<file path="src/rtl/multi_chan_mailbox.sv">
// Bank of independent FIFO mailboxes: one shared write port steered by channel index,
// one shared read port drained through a round-robin arbiter with valid/ready handshake.
module multi_chan_mailbox #(
  parameter int NUM_CH = 3,
  parameter int WIDTH  = 8,
  parameter int DEPTH  = 4,
  parameter int CH_W   = (NUM_CH > 1) ? $clog2(NUM_CH) : 1,
  parameter int CNT_W  = $clog2(DEPTH + 1)
) (
  input  logic                    clk,
  input  logic                    rst_n,
  input  logic                    wr_valid,
  input  logic [CH_W-1:0]         wr_ch,
  input  logic [WIDTH-1:0]        wr_data,
  output logic                    wr_ready,
  input  logic [NUM_CH-1:0]       flush,
  output logic                    out_valid,
  output logic [CH_W-1:0]         out_ch,
  output logic [WIDTH-1:0]        out_data,
  input  logic                    out_ready,
  output logic [NUM_CH*CNT_W-1:0] ch_count,
  output logic                    err_bad_ch
);

  localparam int PTR_W = (DEPTH > 1) ? $clog2(DEPTH) : 1;

  logic [WIDTH-1:0] mem_q [NUM_CH][DEPTH];
  logic [PTR_W-1:0] wrPtr_q [NUM_CH];
  logic [PTR_W-1:0] wrPtr_d [NUM_CH];
  logic [PTR_W-1:0] rdPtr_q [NUM_CH];
  logic [PTR_W-1:0] rdPtr_d [NUM_CH];
  logic [CNT_W-1:0] count_q [NUM_CH];
  logic [CNT_W-1:0] count_d [NUM_CH];
  logic [CH_W-1:0]  rrLast_q, rrLast_d;
  logic             errBadCh_q, errBadCh_d;

  logic [NUM_CH-1:0] wrFire;
  logic [NUM_CH-1:0] rdFireCh;
  logic [CH_W-1:0]   grant;
  logic [CH_W-1:0]   scanCh;
  logic              anyValid;
  logic              chInRange;
  int                scanIdx;

  // Write acceptance never looks at the read side, so a full channel stays full this cycle.
  always_comb begin
    wr_ready  = 1'b0;
    wrFire    = '0;
    chInRange = (int'(wr_ch) < NUM_CH);
    for (int i = 0; i < NUM_CH; i++) begin
      if (int'(wr_ch) == i) begin
        wr_ready = rst_n && (count_q[i] < CNT_W'(DEPTH)) && !flush[i];
      end
    end
    for (int i = 0; i < NUM_CH; i++) begin
      wrFire[i] = wr_valid && wr_ready && (int'(wr_ch) == i);
    end
  end

  // Round-robin scan starts just after the last granted channel.
  always_comb begin
    grant    = '0;
    anyValid = 1'b0;
    scanIdx  = 0;
    scanCh   = '0;
    for (int k = 1; k <= NUM_CH; k++) begin
      scanIdx = (int'(rrLast_q) + k) % NUM_CH;
      scanCh  = CH_W'(scanIdx);
      if (!anyValid && (count_q[scanCh] != '0)) begin
        anyValid = 1'b1;
        grant    = scanCh;
      end
    end
  end

  always_comb begin
    out_valid = anyValid;
    out_ch    = grant;
    out_data  = anyValid ? mem_q[grant][rdPtr_q[grant]] : '0;
    rdFireCh  = '0;
    for (int i = 0; i < NUM_CH; i++) begin
      rdFireCh[i] = anyValid && out_ready && (int'(grant) == i);
    end
    ch_count = '0;
    for (int i = 0; i < NUM_CH; i++) begin
      ch_count[i*CNT_W +: CNT_W] = count_q[i];
    end
    err_bad_ch = errBadCh_q;
  end

  // A flush overrides any write or read landing on the same channel.
  always_comb begin
    for (int i = 0; i < NUM_CH; i++) begin
      wrPtr_d[i] = wrPtr_q[i];
      rdPtr_d[i] = rdPtr_q[i];
      count_d[i] = count_q[i];
      if (flush[i]) begin
        wrPtr_d[i] = '0;
        rdPtr_d[i] = '0;
        count_d[i] = '0;
      end else begin
        if (wrFire[i]) wrPtr_d[i] = wrPtr_q[i] + 1'b1;
        if (rdFireCh[i]) rdPtr_d[i] = rdPtr_q[i] + 1'b1;
        count_d[i] = count_q[i] + CNT_W'(wrFire[i]) - CNT_W'(rdFireCh[i]);
      end
    end
    rrLast_d   = (anyValid && out_ready) ? grant : rrLast_q;
    errBadCh_d = errBadCh_q | (wr_valid && !chInRange);
  end

  always_ff @(posedge clk or negedge rst_n) begin
    if (!rst_n) begin
      for (int i = 0; i < NUM_CH; i++) begin
        wrPtr_q[i] <= '0;
        rdPtr_q[i] <= '0;
        count_q[i] <= '0;
      end
      rrLast_q   <= CH_W'(NUM_CH - 1);
      errBadCh_q <= 1'b0;
    end else begin
      for (int i = 0; i < NUM_CH; i++) begin
        wrPtr_q[i] <= wrPtr_d[i];
        rdPtr_q[i] <= rdPtr_d[i];
        count_q[i] <= count_d[i];
      end
      rrLast_q   <= rrLast_d;
      errBadCh_q <= errBadCh_d;
    end
  end

  // Storage needs no reset; occupancy counts decide what is visible.
  always_ff @(posedge clk) begin
    for (int i = 0; i < NUM_CH; i++) begin
      if (wrFire[i]) mem_q[i][wrPtr_q[i]] <= wr_data;
    end
  end

endmodule

</file>
<file path="config.mk">
export PLATFORM = sky130hd
export DESIGN_NAME = multi_chan_mailbox
export DESIGN_NICKNAME = d
export VERILOG_FILES = /design/src/rtl/multi_chan_mailbox.sv
export SDC_FILE = /design/constraint.sdc
export NUM_CORES = 1
export LEC_CHECK = 0
export BUFFER_PORTS_ARGS = -buffer_cell sky130_fd_sc_hd__buf_4
export CELL_PAD_IN_SITES_DETAIL_PLACEMENT = 0
export CELL_PAD_IN_SITES_GLOBAL_PLACEMENT = 2
export CORE_ASPECT_RATIO = 1.1
export CORE_MARGIN = 2
export CORE_UTILIZATION = 46
export CTS_CLUSTER_SIZE = 16
export DETAILED_ROUTE_END_ITERATION = 7
export PLACE_DENSITY = 0.92
export SLEW_MARGIN = 15
export SYNTH_ARGS = -nofsm -noshare
export SYNTH_HDL_FRONTEND = slang
export SYNTH_SLANG_ARGS = --single-unit
export TNS_END_PERCENT = 100
</file>
<file path="constraint.sdc">
create_clock -name clk -period 5.89 [get_ports clk]
set_input_delay 0.2945 -clock clk [delete_from_list [all_inputs] [get_ports clk]]
set_output_delay 0.2945 -clock clk [all_outputs]
set_load 0.03 [all_outputs]
</file>
# --- Word-level counts from Yosys, hierarchy flattened ---
# Memory sizes are Yosys's and may differ from the RTL's.
# Cells that the tools add are included.
# Widths: inputs -> output; s select.
totals:
  reg_bits: 24
  mem_bits_rw: 96
  out_inout_bits: 22
  elab_cells: 155
  n_memories: 1
mem_list:
  columns: ["name", "depth", "word_bits", "read_ports", "rd_clocked_by_memory_dff", "write_ports", "line", "rtl"]
  rows:
  - ["mem_q", 3, 32, 1, 0, 1, "27", "logic [WIDTH-1:0] mem_q [NUM_CH][DEPTH];"]
classes:
  add_sub_neg: 15
  div: 3
  magnitude_cmp: 15
  eq_ne: 4
  muxes: 58
  bitwise_logic: 9
  n_reduce_logical: 39
ops:
  columns: ["op", "n"]
  rows:
  - ["$mux 32", 7]
  - ["$mod 32x3->32 const B", 3]
  - ["$reduce_or 32->1", 2]
  - ["$demux 8 s2", 3]
  - ["$mux 8", 6]
  - ["$mux 2", 19]
  - ["$mux 3", 9]
  - ["$ge 3x3->1 const B", 8]
  - ["$not 2->3", 8]
  - ["$logic_and 1x1->1", 20]
  - ["$bmux 3 s2", 3]
  - ["$bmux 8 s2", 1]
  - ["$add 2x1->2 const B", 6]
  - ["$reduce_bool 2->1", 6]
  - ["$add 3x1->3", 3]
  - ["$lt 3x1->1 const B", 3]
  - ["$lt 3x3->1 const B", 3]
  - ["$mux 1", 9]
  - ["$reduce_bool 3->1", 3]
  - ["$sub 3x1->3", 3]
  - ["$eq 2x2->1 const B", 4]
  - ["$add 2x2->3 const B", 2]
  - ["$logic_not 1->1", 6]
  - ["$bmux 2 s2", 1]
  - ["4 further kinds", 5]

# --- Logic depth before layout (Yosys ltp) ---
# Gate-level depths: netlist of the first run.
depth:
  word_depth: 23
  mapped_depth: 18
  depth_no_buf: 17

# --- Worst setup path after synthesis of the first run ---
# OpenSTA, ideal clock, no wires.
synth_timing:
  path_type: "reg-to-reg"
  startpoint: "register rrLast_q[1]"
  endpoint: "register count_q, in the netlist ch_count[2]"
  setup_time_ns: 0.128
  t_arrival_ns: 3.598
  required_ns: 5.762
  slack_ns: 2.164
  path_stages_with_launch: 18
  n_path_buf: 1
  path_cell_list: "dfstp_2 -> inv_1 -> ha_1 -> buf_6 -> nor4_4 -> a211oi_2 -> or4b_1 -> o211ai_2 -> nor2b_1 -> and2_1 -> ha_1 -> inv_1 -> ha_1 -> inv_1 -> fa_1 -> xor2_1 -> xnor2_1 -> nor2_1"
synth_rtl:
  columns: ["item", "line", "rtl"]
  rows:
  - ["start, declared", "34", "logic [CH_W-1:0] rrLast_q, rrLast_d;"]
  - ["start signal, assigned", "118", "rrLast_q <= CH_W'(NUM_CH - 1);"]
  - ["start signal, assigned", "126", "rrLast_q <= rrLast_d;"]
  - ["end signal, assigned by index", "124", "count_q[i] <= count_d[i];"]
  - ["end, declared", "32", "logic [CNT_W-1:0] count_q [NUM_CH];"]

# --- Worst setup path in the final report of the first run ---
layout_timing:
  startpoint: "register rrLast_q[0]"
  endpoint: "output port out_data[2]"
layout_via:
  elab_chain_cells: 23
layout_lines:
  columns: ["item", "line", "rtl"]
  rows:
  - ["$add 2x1->3", "67", "scanIdx = (int'(rrLast_q) + k) % NUM_CH;"]
  - ["$mod 32x3->32", "67", null]
  - ["$not 2->3 (not written as such)", "69", "if (!anyValid && (count_q[scanCh] != '0)) begin"]
  - ["$bmux 3 s2", "69", null]
  - ["$mux 3 (not written as such) (2 in series)", "69", null]
  - ["$reduce_bool 3->1", "69", null]
  - ["$mux 1", "69", null]
  - ["$logic_not 1->1", "69", null]
  - ["[... 4 more ...]", null, null]
  - ["$mux 2", "69", null]
  - ["$not 2->3 (not written as such)", "79", "out_data = anyValid ? mem_q[grant][rdPtr_q[grant]] : '0;"]
  - ["$bmux 2 s2", "79", null]
  - ["$mux 2 (not written as such) (2 in series)", "79", null]
  - ["$not 2->3 (not written as such)", "79", null]
  - ["$bmux 8 s2", "79", null]
  - ["$mux 8 (not written as such) (2 in series)", "79", null]
  - ["$mux 8 (*)", "79", null]
  - ["end, declared", "19", "output logic [WIDTH-1:0] out_data,"]
# Every way passes the cells marked *; elsewhere a longest branch is shown, timed or not. The select of a mux whose other input is x is not followed.

==> flow_summary.yaml, run 1 <==
route:
  vias: 3372
  ant_nets: 0
  drtIter0Drc: 188
  post_drt_wl_per_cell_microns: 17.81
  drc: 0
  avgViaCountPerCell: 5.269
  wirelength_microns: 11400
  first_pass_iters: 4
sta:
  max_freq_mhz: 219.1
  maxSlewViolCount: 0
  rsz0062_at_grt: "false"
  finalCritPeriodShare_pct: 77.49
  tightest_slew_ns: 0.8038
  post-route-min-period_ns: 4.564
  fin_tns_setup_ns: 0
  skew_ns: 0.007869
  hold_viol_final: 0
  setup_viol: 0
  slew_headroom_pct: 46.00
  hold_ws_ns: 0.1117
placed_design:
  placed_cell_area_sq_um: 6080
  port-buffer-count: 38
  dp_hpwl_microns: 7569
  gp_congestion: 0.8763
logic_synthesis:
  synthTopCellsByArea: "edfxtp_1 51%, dfrtp_1 10%, mux2i_1 6.2%"
  synthesis.area_sq_um: 5657
  ys_ff_latch: 120
  yosysMostFrequentCell: "edfxtp_1"
  postSynthAreaPerCell_sq_um: 13.12
  yosys_warnings: 0
  syn_nets: 473
  synth.area.mux_share_pct: 9.976
  async_flop_share_pct: 20.00
  yosysTopAreaCell: "edfxtp_1"
  postSynthCellCount: 431
  synth_xor_area_share_pct: 2.168
  ys_top_cells_by_count: "96 x edfxtp_1, 56 x nor2_1, 37 x a21oi_1, 35 x mux2i_1, 28 x inv_1"
  seq_area_frac_synth_pct: 61.60
  synth_edf_count: 96
  synthAdderAreaFrac_pct: 5.928
  synthDistinctLibCells: 49
  synth_top_area_share_pct: 50.96
  yosys.area_share.simple_pct: 9.268
  synthFlopType: "edfxtp_1"
  synth_top_family_by_area: "multiplexers"
  synth-compound-area-share_pct: 7.587
grt:
  grt_pass1_wl_microns: 18240
  antenna_found_initial: 0
  grt_usage_pct: 18.95
  grt_pass1_vias: 3397
  grt_max_degree: 65
  grt_overflow_total: 0
status:
  outcome: "finished clean"
die:
  ioPinCount: 39
  rows: 42
  core_sq_um: 12030
  dieHeight_microns: 120.3
  start_util_pct: 47.01
  fp.dieArea_sq_um: 13200
  fp.dieW_microns: 109.7
clocking:
  numCtsBuffers: 17
  cts_tree: "built"
  path_clk_slew_ns: 0.06
  htree_levels: 4
  cts-root-buf: "clkbuf_16"
  cts_num_sinks: 120
  cts_setup_buffers: 0
  ctsResizeCount: 0
  clk_path_buf_depth: 2
  ctsHoldBuffers: 1
  worstSkewPairLatency_ns: 0.40
critical_path:
  crit_chain: "inv_1, ha_1, inv_1, a211oi_1, a41oi_1, o31ai_4, buf_4, nor3_1, a21oi_4, mux2_2, a22o_1, buf_4"
  worst-path-max-fanout: 35
  reg2reg_setup_slack_ns: 1.86
  worstSetupPathType: "reg2out"
  crit_family: "compound AO/OA/AOI/OAI gates"
  arrival_ns: 4.27
  slowest_delay_ns: 0.54
  worst_setup_path_start_kind: "flip-flop"
  path_buf_inv: 4
  worstSetupEndpointType: "output pin"
  cp_slowest_cell: "a211oi_1"
  required_ns: 5.60
final_layout:
  final_area_sq_um: 6659
  synthToLayoutAreaGrowth_pct: 17.72
  n_antenna_cell: 0
  layout.nets: 515
  final_util_pct: 55.33
  drive_above_1_share_pct: 18.52
pwr:
  p_leak_nw: 2.573
  power_w: 0.004106
  powerDensity_nw_per_um2: 616.7
  irDropWorstVdd_mv: 0.5653
run:
  max-cap-violations: 0
hold_path:
  hold_class: "in2reg"
## where the power goes
part | leakage, nW | switching, W | internal (W) | total [W]
clock network | 0.280 | 0.000388 | 0.000590 | 0.000977
logic | 1.11 | 0.00122 | 0.000894 | 0.00211
registers | 1.18 | 0.0000574 | 0.000959 | 0.00102
## stage by stage
step	setup WS [ns]	std cells
2_1_floorplan	2.164	431
3_3_place_gp	1.872	607
3_5_place_dp	1.815	607
4_1_cts	1.357	640
5_1_grt	1.136	640
6_report	1.326	640
## registers in the layout, indices dropped and copies added (netlist names)
name	flops
mem_q	96
ch_count	9
rdPtr_q	6
wrPtr_q	6
rrLast_q	2
err_bad_ch	1
## path summary, 6_finish.rpt
kind	from	to	cells past startpoint
setup reg to reg	rrLast_q[0]	ch_count[5]	16
setup / recovery	rrLast_q[0]	out_data[2]	12
hold / removal	flush[2]	rdPtr_q[0]	2
max in group asynchronous	rst_n	rrLast_q[1]	2
min in group asynchronous	rst_n	err_bad_ch	2
hold reg to reg	err_bad_ch	err_bad_ch	1
## cell type report
type,instances,area (sq um)
well taps,154,192.7
multi-input cells,265,1997
fillers,1001,5375
flip-flops and latches,120,3485
repair buffers,41,310.3
inverters,28,105.1
clock inverters,15,143.9
clock buffers,17,425.4
## metal layers
metal,share of wire [%],track usage [%],vias up
met5,0,0,-
met4,0.64,6.883,0
met3,3.8,4.474,6
met2,52,32.06,89
met1,44,23.49,1637
li1,-,-,1640
## placed cells by master, fill, tap and decap left out, drive strengths merged, types with 2 or more instances in the layout
| cell | count |
|---|---|
| ha | 22 |
| nand2 | 7 |
| mux2 | 18 |
| nor4 | 2 |
| dfrtp | 23 |
| and2 | 15 |
| nor2b | 8 |
| xor2 | 5 |
| clkbuf | 17 |
| edfxtp | 96 |
| a21oi | 38 |
| buf | 40 |
| mux2i | 35 |
| a22o | 8 |
| a211oi | 3 |
| clkinv | 7 |
| inv | 34 |
| nor3 | 7 |
| or3 | 3 |
| o21ai | 7 |
| xnor2 | 9 |
| nand3 | 3 |
| nor2 | 56 |
| fa | 3 |
| o31ai | 2 |
## cell families after synthesis
kind of cell | count (synthesis)
flip-flops | 120
AND/OR/NAND/NOR | 106
AO/OA/AOI/OAI | 67
multiplexers | 53
buffers and inverters | 46
adder cells (fa/ha/maj) | 25
XOR/XNOR | 14
Note: power is estimated with default switching activity, not from simulation.
==> inputs of run 2 (changes only) <==
--- a/config.mk
+++ b/config.mk
@@ -10,10 +10,10 @@
 export CELL_PAD_IN_SITES_GLOBAL_PLACEMENT = 2
 export CORE_ASPECT_RATIO = 1.1
 export CORE_MARGIN = 2
-export CORE_UTILIZATION = 46
+export CORE_UTILIZATION = 42
 export CTS_CLUSTER_SIZE = 16
 export DETAILED_ROUTE_END_ITERATION = 7
-export PLACE_DENSITY = 0.92
+export PLACE_DENSITY = 0.86
 export SLEW_MARGIN = 15
 export SYNTH_ARGS = -nofsm -noshare
 export SYNTH_HDL_FRONTEND = slang
==> constraint.sdc (replaced) <==
create_clock -name clk -period 4.26 [get_ports clk]
set_input_delay 0.213 -clock clk [delete_from_list [all_inputs] [get_ports clk]]
set_output_delay 0.213 -clock clk [all_outputs]
set_load 0.03 [all_outputs]
==> flow_summary.yaml, run 2 (synthesis results as in run 1) <==
clocking:
  path_clk_slew_ns: 0.05
  clk_path_buf_depth: 2
  worstSkewPairLatency_ns: 0.41
  cts_num_sinks: 120
  numCtsBuffers: 17
  cts_tree: "built"
  cts-root-buf: "clkbuf_16"
  htree_levels: 4
hold_path:
  hold_class: "in2reg"
  hold_path_depth: 2
final_layout:
  drive_above_1_share_pct: 18.98
  n_antenna_cell: 0
  multiInputGateArea_sq_um: 1999
  final_area_sq_um: 6782
  final_util_pct: 51.54
  final_cells: 651
  synthToLayoutAreaGrowth_pct: 19.88
  layout_common_cells: "96 x edfxtp_1, 56 x nor2_1, 42 x buf_4, 37 x a21oi_1, 35 x mux2i_1"
  largest_reg_flops: 96
  register_area_sq_um: 3485
  final_common_cell: "edfxtp_1"
  fillCellCount: 1122
  layout.nets: 519
critical_path:
  worst_setup_path_start_kind: "flip-flop"
  worst-path-stages: 11
  path_buf_inv: 2
  rr_worst_depth: 17
  required_ns: 4.05
  worst-path-max-fanout: 33
  arrival_ns: 3.85
  slowest_delay_ns: 0.54
  crit_family: "compound AO/OA/AOI/OAI gates"
  worstSetupPathType: "reg2out"
  worstSetupEndpointType: "output pin"
  crit_chain: "ha_1, or3b_1, o2bb2ai_1, and2_1, o31ai_4, buf_6, mux2i_1, a21oi_1, mux2_1, a22o_1, buf_4"
  cp_slowest_cell: "dfstp_2"
sta:
  finalCritPeriodShare_pct: 95.39
  layout_setup_ws_ns: 0.1965
  max_freq_mhz: 246.1
  post-route-min-period_ns: 4.064
  fin_tns_setup_ns: 0
  maxSlewViolCount: 0
  slew_headroom_pct: 58.49
  skew_ns: 0.007675
  hold_viol_final: 0
  tightest_slew_ns: 0.6226
  rsz0062_at_grt: "false"
  setup_viol: 0
placed_design:
  pre_cts_ws_ns: 0.3262
  port-buffer-count: 38
  placed_cell_area_sq_um: 6111
  gp_congestion: 0.8498
  dp_hpwl_microns: 7669
  placedCellCount: 617
route:
  post_drt_wl_per_cell_microns: 17.49
  top_layer: "met4"
  first_pass_iters: 4
  drc: 0
  drtIter0Drc: 175
  ant_nets: 0
  avgViaCountPerCell: 5.190
  met2_length_microns: 5588
  vias: 3379
  drt-met1-wl_microns: 4968
  dr_wl_met3_microns: 568
  wirelength_microns: 11390
grt:
  grt_overflow_total: 0
  antenna_found_initial: 0
  grt_usage_pct: 16.76
  grt_pass1_wl_microns: 17760
  grt_max_degree: 65
  grt_pass1_vias: 3352
pwr:
  netSwitchingFraction_pct: 38.64
  p_int_w: 0.003652
  irDropWorstVdd_mv: 0.5722
  power_frac_seq_pct: 23.6
  p_leak_nw: 2.624
  p_switching_w: 0.002299
  comb_power_share_pct: 50.7
  powerDensity_nw_per_um2: 877.6
  clock_power_share_pct: 25.7
die:
  ioPinCount: 39
  dieHeight_microns: 125.7
  fp.dieArea_sq_um: 14410
  start_util_pct: 42.99
  rows: 44
  core_sq_um: 13160
  fp.dieW_microns: 114.7
run:
  max-cap-violations: 0
status:
  outcome: "finished clean"
-- run 2: path summary, 6_finish.rpt --
| kind | start | to | slack [ns] |
|---|---|---|---|
| min in group asynchronous | rst_n | err_bad_ch | 0.25 |
| max in group asynchronous | rst_n | rrLast_q[1] | 3.71 |
| max reg2reg | rrLast_q[0] | ch_count[8] | 0.51 |
| min | flush[1] | ch_count[5] | 0.02 |
| min reg2reg | err_bad_ch | err_bad_ch | 0.48 |
| max | rrLast_q[1] | out_data[1] | 0.20 |
-- run 2: worst register-to-register path, delay by kind of cell (launching register included) --
| kind | cells | cell delay [ns] |
|---|---|---|
| AOI/OAI and AO/OA | 2 | 0.65 |
| and+or+nand+nor | 4 | 0.71 |
| DFF | 1 | 0.41 |
| buffers and inverters | 5 | 0.37 |
| xor gates and xnor gates | 2 | 0.32 |
| adders and majority gates | 4 | 1.17 |
-- run 2: what timing repair did --
action	in CTS	in global routing
gates resized for setup	0	2
endpoints found under the setup margin	8	8
setup buffers	1	0
pin swaps	1	0
hold endpoints to repair	24	0
hold buffers	1	0
-- run 2: layer usage --
metal | track usage, % | vias up
li1 | - | 1650
met1 | 20.77 | 1616
met2 | 27.39 | 88
met3 | 5.005 | 25
met4 | 6.743 | 0
met5 | 0 | -
-- run 2: cell type report --
cell class | count | share of cell area, %
flip-flops and latches | 120 | 51.38
multi-input cells | 265 | 29.48
clock buffers | 19 | 6.384
repair buffers | 45 | 5.258
clock inverters | 13 | 2.970
well taps | 161 | 2.970
inverters | 28 | 1.550
-- run 2: metrics by stage --
step / power [W] / hold slack (ns)
after detailed placement: 0.004398 / 0.1478
after global placement: 0.004362 / 0.1415
after floorplan: 0.003597 / -0.08259
after global routing: 0.006284 / 0.007314
after CTS: 0.005983 / 0.0007597
final: 0.005952 / 0.01560
-- run 2: power by group through the flow --
stage | sequential (W) | combinational (W) | clock, W
after floorplan | 0.00146 | 0.00214 | 0
after global placement | 0.00143 | 0.00293 | 0
after detailed placement | 0.00143 | 0.00297 | 0
after CTS | 0.00141 | 0.00303 | 0.00155
after global routing | 0.00142 | 0.00326 | 0.00161
final | 0.00141 | 0.00302 | 0.00153
